--- src/rtl/vedic_32x32_seq.sv ---
// vedic_32x32_seq: sequential 32x32 -> 64-bit multiplier built around a
// single 16x16 Vedic (Urdhva-Tiryagbhyam) core. The core is reused over
// four cycles, one per 16x16 partial product, and the results are summed
// into a 64-bit accumulator.
// Optional feature: define VEDIC32_SIGNED_EN to add the in_signed port,
// which selects two's-complement operands (sign-magnitude internally).

// Recursive Vedic block: a DATA_W x DATA_W multiplier built from four
// half-width blocks, bottoming out in the 2x2 crosswise cell.
module vedic_block #(
   parameter int DATA_W = 2
) (
   input  logic [DATA_W-1:0]   a,
   input  logic [DATA_W-1:0]   b,
   output logic [2*DATA_W-1:0] p
);
   generate
      if (DATA_W == 2) begin : g_base
         logic c;
         assign p[0] = a[0] & b[0];
         assign p[1] = (a[1] & b[0]) ^ (a[0] & b[1]);
         assign c    = (a[1] & b[0]) & (a[0] & b[1]);
         assign p[2] = (a[1] & b[1]) ^ c;
         assign p[3] = (a[1] & b[1]) & c;
      end else begin : g_split
         localparam int H = DATA_W / 2;
         logic [DATA_W-1:0] q_ll;
         logic [DATA_W-1:0] q_hl;
         logic [DATA_W-1:0] q_lh;
         logic [DATA_W-1:0] q_hh;
         logic [DATA_W:0]   mid;

         vedic_block #(.DATA_W(H)) u_ll (.a(a[H-1:0]),      .b(b[H-1:0]),      .p(q_ll));
         vedic_block #(.DATA_W(H)) u_hl (.a(a[DATA_W-1:H]), .b(b[H-1:0]),      .p(q_hl));
         vedic_block #(.DATA_W(H)) u_lh (.a(a[H-1:0]),      .b(b[DATA_W-1:H]), .p(q_lh));
         vedic_block #(.DATA_W(H)) u_hh (.a(a[DATA_W-1:H]), .b(b[DATA_W-1:H]), .p(q_hh));

         // Crosswise terms share weight 2^H; vertical terms concatenate.
         assign mid = {1'b0, q_hl} + {1'b0, q_lh};
         assign p   = {q_hh, q_ll} + {{(H-1){1'b0}}, mid, {H{1'b0}}};
      end
   endgenerate
endmodule

// The existing 16x16 Vedic multiplier (32-bit result).
module vedic_16x16 (
   input  logic [15:0] a,
   input  logic [15:0] b,
   output logic [31:0] p
);
   vedic_block #(.DATA_W(16)) u_core (.a(a), .b(b), .p(p));
endmodule

module vedic_32x32_seq (
   input  logic        clk,
   input  logic        rst,
   input  logic        in_valid,
   output logic        in_ready,
   input  logic [31:0] a,
   input  logic [31:0] b,
`ifdef VEDIC32_SIGNED_EN
   input  logic        in_signed,
`endif
   output logic        out_valid,
   input  logic        out_ready,
   output logic [63:0] p,
   output logic        busy
);

   typedef enum logic [1:0] {
      IDLE = 2'd0,
      MUL  = 2'd1,
      DONE = 2'd2
   } state_t;

   state_t      state_q, state_d;
   logic [1:0]  step_q,  step_d;
   logic [63:0] acc_q,   acc_d;
   logic [31:0] a_q,     a_d;
   logic [31:0] b_q,     b_d;

   logic [15:0] pp_a;
   logic [15:0] pp_b;
   logic [31:0] pp;
   logic [63:0] pp_ext;
   logic [63:0] acc_sum;

`ifdef VEDIC32_SIGNED_EN
   logic        sign_q, sign_d;

   // Magnitude of a two's-complement word; 0x80000000 maps to itself,
   // which is the correct unsigned magnitude 2^31.
   function automatic logic [31:0] mag32(input logic signed [31:0] v, input logic is_signed);
      logic [31:0] r;
      r = v;
      if (is_signed && v[31])
         r = ~v + 32'd1;
      return r;
   endfunction

   // Two's-complement negation of the final 64-bit product.
   function automatic logic [63:0] neg64(input logic signed [63:0] v);
      return ~v + 64'd1;
   endfunction
`endif

   // Choose the operand halves for the partial product of the current step.
   always_comb begin
      pp_a = a_q[15:0];
      pp_b = b_q[15:0];
      case (step_q)
         2'd0: begin pp_a = a_q[15:0];  pp_b = b_q[15:0];  end
         2'd1: begin pp_a = a_q[31:16]; pp_b = b_q[15:0];  end
         2'd2: begin pp_a = a_q[15:0];  pp_b = b_q[31:16]; end
         default: begin pp_a = a_q[31:16]; pp_b = b_q[31:16]; end
      endcase
   end

   vedic_16x16 u_mul (.a(pp_a), .b(pp_b), .p(pp));

   // Align the partial product to its weight and add it to the accumulator.
   always_comb begin
      pp_ext = {32'd0, pp};
      case (step_q)
         2'd0:    pp_ext = {32'd0, pp};
         2'd1,
         2'd2:    pp_ext = {16'd0, pp, 16'd0};
         default: pp_ext = {pp, 32'd0};
      endcase
      acc_sum = acc_q + pp_ext;
   end

   // Next-state logic: accept in IDLE, accumulate four steps in MUL,
   // hold the product in DONE until the consumer takes it.
   always_comb begin
      state_d = state_q;
      step_d  = step_q;
      acc_d   = acc_q;
      a_d     = a_q;
      b_d     = b_q;
`ifdef VEDIC32_SIGNED_EN
      sign_d  = sign_q;
`endif
      case (state_q)
         IDLE: begin
            if (in_valid) begin
`ifdef VEDIC32_SIGNED_EN
               a_d    = mag32(a, in_signed);
               b_d    = mag32(b, in_signed);
               sign_d = in_signed & (a[31] ^ b[31]);
`else
               a_d    = a;
               b_d    = b;
`endif
               acc_d   = 64'd0;
               step_d  = 2'd0;
               state_d = MUL;
            end
         end
         MUL: begin
            acc_d  = acc_sum;
            step_d = step_q + 2'd1;
            if (step_q == 2'd3) begin
               state_d = DONE;
`ifdef VEDIC32_SIGNED_EN
               if (sign_q)
                  acc_d = neg64(acc_sum);
`endif
            end
         end
         DONE: begin
            if (out_ready)
               state_d = IDLE;
         end
         default: begin
            state_d = IDLE;
         end
      endcase
   end

   // State, step counter, operands and accumulator; reset aborts any operation.
   always_ff @(posedge clk or posedge rst) begin
      if (rst) begin
         state_q <= IDLE;
         step_q  <= 2'd0;
         acc_q   <= 64'd0;
         a_q     <= 32'd0;
         b_q     <= 32'd0;
`ifdef VEDIC32_SIGNED_EN
         sign_q  <= 1'b0;
`endif
      end else begin
         state_q <= state_d;
         step_q  <= step_d;
         acc_q   <= acc_d;
         a_q     <= a_d;
         b_q     <= b_d;
`ifdef VEDIC32_SIGNED_EN
         sign_q  <= sign_d;
`endif
      end
   end

   assign in_ready  = (state_q == IDLE);
   assign busy      = (state_q == MUL);
   assign out_valid = (state_q == DONE);
   assign p         = acc_q;

endmodule

--- config.mk ---
export PLATFORM = sky130hd
export DESIGN_NAME = vedic_32x32_seq
export DESIGN_NICKNAME = d
export VERILOG_FILES = /design/src/rtl/vedic_32x32_seq.sv
export SDC_FILE = /design/constraint.sdc
export NUM_CORES = 1
export LEC_CHECK = 0
export CAP_MARGIN = 20
export CORE_MARGIN = 1
export CORE_UTILIZATION = 45
export DETAILED_ROUTE_END_ITERATION = 8
export PLACE_DENSITY = 0.62
export SETUP_SLACK_MARGIN = 0.02
export SYNTH_ARGS = -nofsm -noshare
export SYNTH_HDL_FRONTEND = slang
export SYNTH_SLANG_ARGS = --single-unit
--- constraint.sdc ---
create_clock -name clk -period 24.3 [get_ports clk]
set_input_delay 2.43 -clock clk [delete_from_list [all_inputs] [get_ports clk]]
set_output_delay 2.43 -clock clk [all_outputs]
set_load 0.05 [all_outputs]
Yosys cells after proc, flatten, opt, wreduce, memory -nomap -nowiden
Cells that the tools add are included.
W data, S select, Z words.
Operators by class
  add/sub/neg operators: 44
  equality and inequality tests: 8
  multiplexer cells: 11
  bitwise operators: 512
  reductions and logical operators: 9
Operators by type and width (number)
  $and A1 B1 Y1: 384
  $pmux W64 S2: 2
  $add A8 B7 Y8: 16
  $xor A1 B1 Y1: 128
  $add A4 B4 Y5: 16
  $add A16 B13 Y16: 4
  $add A64 B64 Y64: 1
  $mux W64: 1
  $add A8 B8 Y9: 4
  $add A32 B25 Y32: 1
  $mux W16: 2
  $add A16 B16 Y17: 1
  $mux W2: 4
  $eq A2 B2 Y1 const B: 3
  $pmux W2 S3: 1
  $reduce_or A2 Y1: 3
  $eq A2 B1 Y1 const B: 2
  $logic_not A2 Y1: 2
  $ne A2 B1 Y1 const B: 2
  $pmux W2 S2: 1
  $reduce_and A2 Y1: 2
  $reduce_and A3 Y1: 1
  $add A2 B1 Y2 const B: 1
  $ne A2 B2 Y1 const B: 1
  $reduce_bool A2 Y1: 1
Storage, ports and cells
  bits in registers: 132
  bits of input ports: 68
  output and inout port bits: 67
  logic and storage cells: 589

Depth between registers and ports, before layout
Gate-level depths: netlist of run 1.
  word-level depth: 15
  mapped depth: 54
  mapped depth without buffers: 51

Cells and area by module
From an unflattened synthesis of run 1, not the netlist that was laid out.
Unflattened totals
  cells, all modules: 2607
  area total of the unflattened synthesis: 22555.4 µm²
By module, submodules not included
  vedic_32x32_seq: times used 1, cells each 1045, area each 9470.3 µm², seq. area each 3303.2 µm²
  vedic_block (u_mul.u_core.g_split.u_hh.g_split.u_hh ...): times used 16, cells each 34, area each 311.5 µm², seq. area each 0.0 µm²
  vedic_block (u_mul.u_core.g_split.u_hh.g_split.u_hh.g_split.u_hh ...): times used 64, cells each 6, area each 50.0 µm², seq. area each 0.0 µm²
  vedic_block (u_mul.u_core): times used 1, cells each 256, area each 1863.0 µm², seq. area each 0.0 µm²
  vedic_block (u_mul.u_core.g_split.u_hl ...): times used 2, cells each 95, area each 762.0 µm², seq. area each 0.0 µm²
  vedic_block (u_mul.u_core.g_split.u_ll): times used 1, cells each 95, area each 767.0 µm², seq. area each 0.0 µm²
  vedic_block (u_mul.u_core.g_split.u_hh): times used 1, cells each 93, area each 743.2 µm², seq. area each 0.0 µm²

Worst setup path after synthesis of run 1
No wires, ideal clock.
  path kind: reg2reg
  start point: reg step_q[0]
  end point: reg acc_q[63] (netlist: p[63])
  setup time: 0.074 ns
  arrival time: 10.650 ns
  data required time: 24.226 ns
  setup slack: 13.576 ns
  cell stages (with the launch flop): 52
  buffers on the path: 3
  clock period less this slack: 10.724 ns
  path through: dfrtp_1 -> inv_1 -> ha_1 -> nor2_1 -> clkbuf_1 -> mux2i_1 -> clkbuf_1 -> nor2_1 -> ha_1 -> inv_1 -> fa_1 -> fa_1 -> inv_1 -> ha_1 -> inv_1 -> nor2_1 -> nor2_1 -> xnor2_1 -> (+16 left out) -> nor4_1 -> nor2_1 -> nand2_1 -> xor2_1 -> o22ai_1 -> ha_1 -> clkbuf_1 -> a21oi_1 -> o21ai_0 -> a31o_2 -> and2_1 -> a221o_1 -> a31o_1 -> a311oi_2 -> o21ai_1 -> xnor2_1 -> or3_1 -> o21ai_2
On the way
  cells in the longest elaborated chain, start to end: 15
  elaborated cells between the ends (all ways): 565
  those cells by class: 43 x add/sub; 2 x eq/ne; 4 x mux; 512 x bitwise; 4 x reduce/logical
RTL lines
  start: declaration: RTL line 77  | logic [1:0] step_q, step_d;
  start signal: assignment: RTL line 194  | step_q <= step_d;
  $eq A2 B2 Y1 (tied with other cells): RTL line 111, 124
  $reduce_or A2 Y1 (no source line)
  $mux W16: RTL line 111  | case (step_q)
  $and A1 B1 Y1: RTL line 21, 22
  $and A1 B1 Y1: RTL line 22  | assign c = (a[1] & b[0]) & (a[0] & b[1]);
  $xor A1 B1 Y1 or $and A1 B1 Y1 (tied branches): RTL line 23, 24
  $add A4 B4 Y5: RTL line 39  | assign mid = {1'b0, q_hl} + {1'b0, q_lh};
  $add A8 B7 Y8: RTL line 40  | assign p = {q_hh, q_ll} + {{(H-1){1'b0}}, mid, {H{1'b0}}};
  $add A8 B8 Y9: RTL line 39
  $add A16 B13 Y16: RTL line 40
  $add A16 B16 Y17: RTL line 39
  $add A32 B25 Y32: RTL line 40
  $pmux W64 S2 (*): RTL line 124  | case (step_q)
  $add A64 B64 Y64 (*): RTL line 130  | acc_sum = acc_q + pp_ext;
  $pmux W64 S2 (*): RTL line 144  | case (state_q)
  end signal: assignment: RTL line 186  | acc_q <= 64'd0;
  end signal: assignment: RTL line 195  | acc_q <= acc_d;
  end: declaration: RTL line 78  | logic [63:0] acc_q, acc_d;
Every way passes the cells marked *; elsewhere a longest branch is shown, timed or not.
A chain may end at the register's enable or synchronous reset.

Worst setup path in the final report of run 1
Ends and elaborated chain as after synthesis.

==> run_results.csv, run 1 <==
group,metric,value,unit
setup_path,required,24720,ps
die,die_w,215,um
routing,wirelength,59.6,mm
synth,synth_seq_cells,132,
clock_network,cts_inserted_buffers,17,
clock_network,tritoncts,"yes",
clock_network,clock_latency,500,ps
timing,slew_headroom,24.7,%
timing,period_needed,11510,ps
run,max-cap-violations,0,
timing,skew,28.6,ps
cells_and_area,antenna_cells,0,
outcome,run_status,"complete, no violations",
timing,tightestPinTransition,1130,ps
routing,ant_nets,0,
synth,synth_most_common_cell,"ha_1",
timing,drv_slew,0,
cells_and_area,drive_gt1_share,3.56,%
routing,drt-pass1-iter-count,5,
die,rows,77,
cells_and_area,area_growth,13.0,%
clock_network,cts.htree.levels,4,
routing,drt_iter0_markers,1069,
synth,syn_inst,2557,
synth,syn_nets,3109,
setup_path,cp_num_buf_inv,5,
placement,io_buffers,134,
timing,hold_violations,0,
setup_path,critPathTopFamily,"compound AO/OA/AOI/OAI gates",
grt,grt_pass1_vias,17900,
min_path,min_to,"a_q[21]",
synth,synthArstFlopShare,100,%
timing,setup_tns,0,ps
setup_path,cpPeakStageDelay,670,ps
cells_and_area,fillers,4324,
clock_network,cts_buffer_depth,2,
synth,syn_area,0.0204,mm^2
synth,synthTopCellsByCount,"ha_1, nor2_1, nand2_1, a21oi_1, xnor2_1",
synth,synthFlopType,"dfrtp_1",
synth,synth_edf_count,0,
placement,gp_congestion,0.908,
grt,grt_pass1_wl,96.0,mm
clock_network,hold_buffers,0,
routing,drc,0,
synth,yosysSeqAreaShare,16.2,%
timing,fin_crit_sh,47.4,%
synth,synth_top_cell_area_share,27.0,%
clock_network,cts_sinks,132,
cells_and_area,final_util,51.8,%
die,die_h,215,um
min_path,min_path_cells,2,
synth,synth_cell_type_count,67,
clock_network,cts_root_buffer,"clkbuf_16",
grt,grt_remaining_overflow,0,
die,start_util,45.9,%
setup_path,critPathMostFrequentCell,"ha_1",
routing,wl_per_cell,18.3,um
setup_path,cp_slowest_cell,"a2111oi_0",
min_path,hold_path_startpoint,"a_q[21]",
setup_path,rrSetupSlack,12790,ps
grt,antenna_found_initial,0,
min_path,hold_class,"reg2reg",
setup_path,regToRegStartpoint,"step_q[0]",
synth,avgSynthCellArea,7.99,um^2
setup_path,r2r_end,"p[63]",
timing,fmax,86.9,MHz
setup_path,path_class,"reg2reg",
die,io_pins,135,
clock_network,cts_resized,0,
setup_path,cp-end-kind,"flip-flop",
synth,yosys_warnings,0,
routing,via_per_inst,5.51,
setup_path,crit_arrival,11930,ps
timing,rsz0062_at_grt,"false",
setup_path,r2r.worst_path.cells,47,
setup_path,cp-start-kind,"flip-flop",
clock_network,clk_pin_slew_worst_paths,70,ps
grt,grt_use_total,26.4,%
synth,yosys-top-cells-area,"ha_1, dfrtp_1, xnor2_1",
clock_network,post_cts_buffers,0,
die,core,0.0445,mm^2
timing,setup_viol,0,
placement,dp_hpwl,47.0,mm
synth,synth_top_area_cell,"ha_1",
cells_and_area,fin_nets,3211,
grt,grt_max_degree,90,
die,die_area,0.0462,mm^2
routing,via_count,18000,
setup_path,critPathMaxFanout,16,
-- area by class of cell --
cell class	instances	area (um^2)	share of cell area, %
clock buffers	21	470	2.04
clock inverters	10	124	0.537
inverters	162	613	2.66
multi-input cells	2174	16200	70.2
flip-flops and latches	132	3300	14.3
well taps	592	741	3.21
repair buffers	172	1630	7.05
-- worst register-to-register path: cells and delay by family, from the launching register on --
kind            cells  cell delay (ps)
compound gates     16             3650
xor+xnor            6             1310
fa+ha+maj           9             3170
buf+inv             5              850
flops               1              450
mux                 1              470
simple gates       10             1550
-- stage by stage --
step | setup WS [ps] | std cells | area [um^2] | hold WS (ps)
2_1_floorplan | 13580 | 2557 | 20400 | 445
3_3_place_gp | 13080 | 3232 | 22500 | 457
3_5_place_dp | 12860 | 3232 | 22500 | 463
4_1_cts | 12790 | 3263 | 23100 | 479
5_1_grt | 11750 | 3263 | 23100 | 498
6_report | 12790 | 3263 | 23100 | 476
-- state kept, by name, summed over array words and instances, names as in the netlist --
register  cells
state_q       2
p            64
a_q          32
step_q        2
b_q          32
-- how the worst max path moves through the flow --
stage | depth (start not counted) | to | startpoint | slack, ps
2_1_floorplan | 51 | p[63] | step_q[0] | 13580
3_3_place_gp | 44 | p[63] | step_q[0] | 13080
3_5_place_dp | 45 | p[63] | step_q[0] | 12860
4_1_cts | 45 | p[63] | step_q[0] | 12790
5_1_grt | 49 | p[63] | step_q[0] | 11750
6_report | 47 | p[63] | step_q[0] | 12790
-- cells in the final DEF (no fill, tap or decap), types with 16 or more instances in the layout --
master / netlist / routed
mux2i_1: 33 / 32
clkdlybuf4s50_1: 0 / 134
dfrtp_1: 132 / 132
nor2_1: 329 / 326
a22o_1: 16 / 16
o21bai_1: 57 / 57
a21oi_1: 189 / 189
nand3_1: 41 / 41
o21ai_0: 122 / 122
nor2b_1: 27 / 27
a21o_1: 119 / 119
buf_4: 0 / 38
fa_1: 43 / 43
xor2_1: 63 / 63
xnor2_1: 188 / 188
nand2_1: 298 / 297
nand2b_1: 17 / 16
o21a_1: 19 / 19
clkbuf_16: 0 / 17
inv_1: 162 / 161
ha_1: 441 / 441
and2_1: 28 / 27
-- logic make-up after synthesis --
family	synth area share [%]
adders and majority gates	31.2
DFF	16.2
and+or+nand+nor	16.5
muxes	1.62
AOI/OAI and AO/OA	19.0
xor gates and xnor gates	10.8
buffers and inverters	4.65
-- metal layers --
metal / wire (um) / share of wire, % / up-vias / global-route usage, %
li1: - / - / 9041 / -
met1: 28500 / 48 / 8564 / 34.9
met2: 27800 / 47 / 322 / 44.3
met3: 1790 / 3.0 / 67 / 2.89
met4: 1590 / 2.7 / 0 / 9.46
met5: 0 / 0 / - / 0
Power of run 1 is left out: the tool's default activity adds up to more than one toggle a clock period on the data nets, which glitch-free logic cannot reach.
==> inputs of run 2 (changes only) <==
--- a/config.mk
+++ b/config.mk
@@ -9,7 +9,7 @@
 export CORE_MARGIN = 1
 export CORE_UTILIZATION = 45
 export DETAILED_ROUTE_END_ITERATION = 8
-export PLACE_DENSITY = 0.62
+export PLACE_DENSITY = 0.65
 export SETUP_SLACK_MARGIN = 0.02
 export SYNTH_ARGS = -nofsm -noshare
 export SYNTH_HDL_FRONTEND = slang
==> constraint.sdc (replaced) <==
create_clock -name clk -period 10.5 [get_ports clk]
set_input_delay 1.05 -clock clk [delete_from_list [all_inputs] [get_ports clk]]
set_output_delay 1.05 -clock clk [all_outputs]
set_load 0.05 [all_outputs]
==> run 2 against run 1 <==
Effect of this change:
- clock skew fell by 16 ps
- utilization rose by 3.8 points
- count of clock-buffer cells in the layout fell by 4
- fmax rose by 14%
- wire length rose by 1.2%
- sequential cell count did not move
- critical endpoint unchanged
- critical path type unchanged
- largest cell class unchanged
==> run_results.csv, run 2 (synthesis results as in run 1) <==
group,metric,value,unit
die,die_area,0.0462,mm^2
die,io_pins,135,
clock_network,tritoncts,"yes",
timing,hold_violations,0,
cells_and_area,final_cell_mix,"ha_1, nor2_1, nand2_1",
cells_and_area,stdcell_count,3363,
placement,io_buffers,134,
cells_and_area,area_growth,21.2,%
setup_path,cp_num_buf_inv,7,
cells_and_area,multiInputGateArea,0.0170,mm^2
setup_path,cpPeakStageDelay,400,ps
cells_and_area,antenna_cells,0,
timing,tightestPinTransition,1090,ps
cells_and_area,final_cell_area,0.0247,mm^2
min_path,hold_path_startpoint,"a_q[23]",
routing,wl_per_cell,17.9,um
routing,drt_iter0_markers,1143,
grt,grt_max_degree,89,
timing,fin_crit_sh,96.5,%
cells_and_area,final_common_cell,"ha_1",
routing,wirelength,60.3,mm
setup_path,crit_arrival,10490,ps
setup_path,critPathMostFrequentCell,"ha_1",
timing,period_needed,10130,ps
timing,timing.hold.ws,487,ps
clock_network,cts.htree.levels,4,
run,max-cap-violations,0,
setup_path,r2r.worst_path.cells,49,
timing,setup_viol,0,
clock_network,hold_buffers,0,
setup_path,rrSetupSlack,370,ps
placement,place_area,0.0231,mm^2
clock_network,clk_pin_slew_worst_paths,70,ps
clock_network,cts_root_buffer,"clkbuf_16",
timing,fmax,98.7,MHz
timing,layout_setup_ws,373,ps
min_path,min_path_cells,2,
cells_and_area,fillers,4151,
grt,grt_use_total,25.5,%
grt,antenna_found_initial,0,
grt,grt_pass1_wl,95.0,mm
setup_path,cp_slowest_cell,"fa_1",
cells_and_area,fin_nets,3310,
setup_path,cp-end-kind,"flip-flop",
setup_path,r2r_end,"p[63]",
routing,drc,0,
setup_path,required,10870,ps
clock_network,clock_latency,440,ps
clock_network,cts_inserted_buffers,17,
die,die_w,215,um
cells_and_area,seq_area,0.00330,mm^2
timing,drv_slew,0,
clock_network,cts_sinks,132,
placement,dp_hpwl,48.6,mm
placement,gp_congestion,0.890,
min_path,min_to,"a_q[23]",
grt,grt_remaining_overflow,0,
min_path,hold_class,"reg2reg",
setup_path,cp-start-kind,"flip-flop",
routing,via_per_inst,5.49,
outcome,run_status,"complete, no violations",
setup_path,critPathMaxFanout,11,
placement,pre_cts_ws,-183,ps
routing,ant_nets,0,
setup_path,critPathTopFamily,"compound AO/OA/AOI/OAI gates",
clock_network,cts_buffer_depth,2,
timing,skew,13.0,ps
die,start_util,45.9,%
routing,drt-pass1-iter-count,5,
cells_and_area,drive_gt1_share,11.6,%
cells_and_area,largest_reg_flops,64,
setup_path,regToRegStartpoint,"step_q[0]",
die,core,0.0445,mm^2
routing,via_count,18500,
die,rows,77,
grt,grt_pass1_vias,18500,
timing,slew_headroom,27.3,%
die,die_h,215,um
setup_path,path_class,"reg2reg",
placement,placed_cells,3308,
run 2: changes by cell type in the layout (fill, tap and decap cells not counted), sizes merged:
cell / change
buf: +97
inv: +7
bufinv: -2
clkbuf: -2
run 2: final cells by class:
class / instances / share of cell area [%]
repair buffers: 271 / 10.0
clock inverters: 15 / 0.642
clock buffers: 17 / 1.72
flip-flops and latches: 132 / 13.4
inverters: 162 / 2.47
well taps: 592 / 2.99
multi-input cells: 2174 / 68.8
run 2: how the worst max path moves through the flow:
stage          startpoint  endpoint  slack (ps)  depth (start not counted)
6_report        step_q[0]     p[63]         370                         49
3_3_place_gp    step_q[0]     p[63]         -30                         46
5_1_grt         step_q[0]     p[49]         -80                         51
4_1_cts         step_q[1]     p[63]          30                         50
3_5_place_dp    step_q[0]     p[63]        -180                         46
2_1_floorplan   step_q[0]     p[63]          80                         51
run 2: worst register-to-register path: cells and delay by family (launching register included):
family	cells	cell delay, ps
and+or+nand+nor	9	1620
adders and majority gates	10	2590
buffers and inverters	7	1020
muxes	1	330
DFF	1	350
xor gates and xnor gates	4	760
AOI/OAI and AO/OA	18	3400
run 2: per-layer routing:
| layer | global-route usage (%) | wire, um |
|---|---|---|
| met4 | 8.51 | 2100 |
| met5 | 0 | 0 |
| met1 | 32.0 | 26600 |
| met2 | 45.5 | 29500 |
| met3 | 2.45 | 2090 |
run 2: timing repair:
action	in CTS	in global routing
buffers inserted	2	18
gates cloned	0	2
resized for setup	26	158
pin swaps	1	58
setup endpoints to repair	10	38
run 2: stage by stage:
| stage | utilization [%] | TNS, ps |
|---|---|---|
| after floorplan | - | 0 |
| after global placement | 51.8 | -25.8 |
| after detailed placement | 51.8 | -547 |
| after CTS | 53.4 | 0 |
| after global routing | 55.6 | -258 |
| final | 55.6 | 0 |
Power of run 2 is left out for the same reason.
==> inputs of run 3 (changes only) <==
--- a/config.mk
+++ b/config.mk
@@ -7,9 +7,9 @@
 export LEC_CHECK = 0
 export CAP_MARGIN = 20
 export CORE_MARGIN = 1
-export CORE_UTILIZATION = 45
+export CORE_UTILIZATION = 37
 export DETAILED_ROUTE_END_ITERATION = 8
-export PLACE_DENSITY = 0.65
+export PLACE_DENSITY = 0.55
 export SETUP_SLACK_MARGIN = 0.02
 export SYNTH_ARGS = -nofsm -noshare
 export SYNTH_HDL_FRONTEND = slang
==> run 3 against run 2 <==
Effect of this change:
- fmax is 1.2% lower
- utilization is 9.1 points lower
- count of clock-buffer cells in the layout is 1 higher
- via count is 0.21% higher
- hold slack worse by 14 ps
- die area is 21% higher
- design area is 1.6% higher
==> run_results.csv, run 3 (synthesis results as in run 1) <==
group,metric,value,unit
timing,slew_headroom,34.0,%
setup_path,cp-end-kind,"flip-flop",
setup_path,path_class,"reg2reg",
routing,drt-pass1-iter-count,5,
clock_network,tritoncts,"yes",
setup_path,crit_arrival,10640,ps
grt,grt_pass1_vias,18600,
grt,grt_max_degree,89,
clock_network,cts_sinks,132,
clock_network,cts.htree.levels,4,
setup_path,cp_slowest_cell,"fa_1",
cells_and_area,stdcell_count,3490,
placement,dp_hpwl,50.4,mm
timing,fmax,97.5,MHz
timing,setup_viol,0,
placement,placed_cells,3418,
timing,timing.hold.ws,473,ps
timing,setup_tns,0,ps
cells_and_area,final_cell_mix,"ha_1, nor2_1, nand2_1",
grt,grt_use_total,22.3,%
timing,rsz0062_at_grt,"true",
cells_and_area,fin_nets,3333,
die,die_w,237,um
grt,antenna_found_initial,0,
clock_network,clock_latency,450,ps
die,rows,85,
die,io_pins,135,
die,start_util,37.7,%
routing,wirelength,62.7,mm
placement,gp_congestion,0.912,
setup_path,required,10880,ps
setup_path,cpPeakStageDelay,580,ps
timing,period_needed,10250,ps
timing,fin_crit_sh,97.6,%
die,die_h,237,um
placement,io_buffers,134,
setup_path,critPathMaxFanout,8,
grt,grt_pass1_wl,99.5,mm
cells_and_area,final_util,46.4,%
grt,grt_remaining_overflow,0,
routing,ant_nets,0,
cells_and_area,drive_gt1_share,12.4,%
min_path,hold_path_startpoint,"a_q[8]",
cells_and_area,final_common_cell,"ha_1",
die,core,0.0541,mm^2
timing,hold_violations,0,
die,die_area,0.0561,mm^2
clock_network,cts_buffer_depth,2,
routing,via_per_inst,5.30,
setup_path,regToRegStartpoint,"step_q[0]",
routing,wl_per_cell,18.0,um
clock_network,clk_pin_slew_worst_paths,60,ps
cells_and_area,area_growth,23.1,%
cells_and_area,antenna_cells,0,
cells_and_area,largest_reg_flops,64,
min_path,hold_class,"reg2reg",
timing,skew,12.2,ps
clock_network,cts_root_buffer,"clkbuf_16",
routing,drt_iter0_markers,936,
run,max-cap-violations,0,
timing,tightestPinTransition,990,ps
routing,via_count,18500,
setup_path,cp-start-kind,"flip-flop",
routing,drc,0,
timing,drv_slew,0,
setup_path,cp-startpoint,"step_q[0]",
clock_network,cts_inserted_buffers,17,
outcome,run_status,"complete, no violations",
==> run 3: cell types whose count changed in the layout (fill, tap and decap cells not counted), sizes merged <==
cell / delta
inv: -7
bufinv: +4
buf: +24
clkinvlp: +4
clkinv: -2
==> run 3: what timing repair did <==
action                     4_1_cts  5_1_grt
buffers inserted                 2       33
setup endpoints to repair       16       37
pin swaps                        3       62
gates resized for setup         47      137
hold buffers                     0        0
cloned                           1        1
==> run 3: per-stage QoR <==
stage	setup WS [ps]	instance area, um^2
6_report	248	25100
5_1_grt	-247	25100
4_1_cts	25.7	24100
3_5_place_dp	-197	23200
3_3_place_gp	-148	23200
2_1_floorplan	82.2	20400
==> run 3: area by class of cell <==
class	instances	area (um^2)
Clock buffer	18	439
Clock inverter	14	200
Fill cell	5233	29000
Inverter	162	613
Multi-Input combinational cell	2174	17000
Sequential cell	132	3300
Tap cell	696	871
Timing Repair Buffer	294	2700
==> run 3: worst paths after layout <==
| path | slack (ps) | to | depth (start not counted) |
|---|---|---|---|
| min in group asynchronous | 1030 | p[15] | 2 |
| max | 250 | p[63] | 47 |
| max reg2reg | 250 | p[63] | 47 |
| min | 470 | a_q[8] | 2 |
| min reg2reg | 470 | a_q[8] | 2 |
| max in group asynchronous | 8490 | b_q[21] | 4 |
==> run 3: worst max-delay path: cells and delay by family (launching register included) <==
family,cells,cell delay [ps]
fa+ha+maj,9,3070
flops,1,370
buf+inv,6,760
simple gates,9,1650
compound gates,18,3430
mux,1,300
xor+xnor,4,570
==> run 3: routing by layer <==
metal  global-route usage, %  part of all wire, %  vias to the layer above
li1                        -                    -                     9282
met1                    28.8                   46                     8886
met2                    40.0                   49                      282
met3                    2.19                  2.7                       64
met4                    4.94                  1.6                        0
met5                       0                    0                        -
Power of run 3 is left out for the same reason.
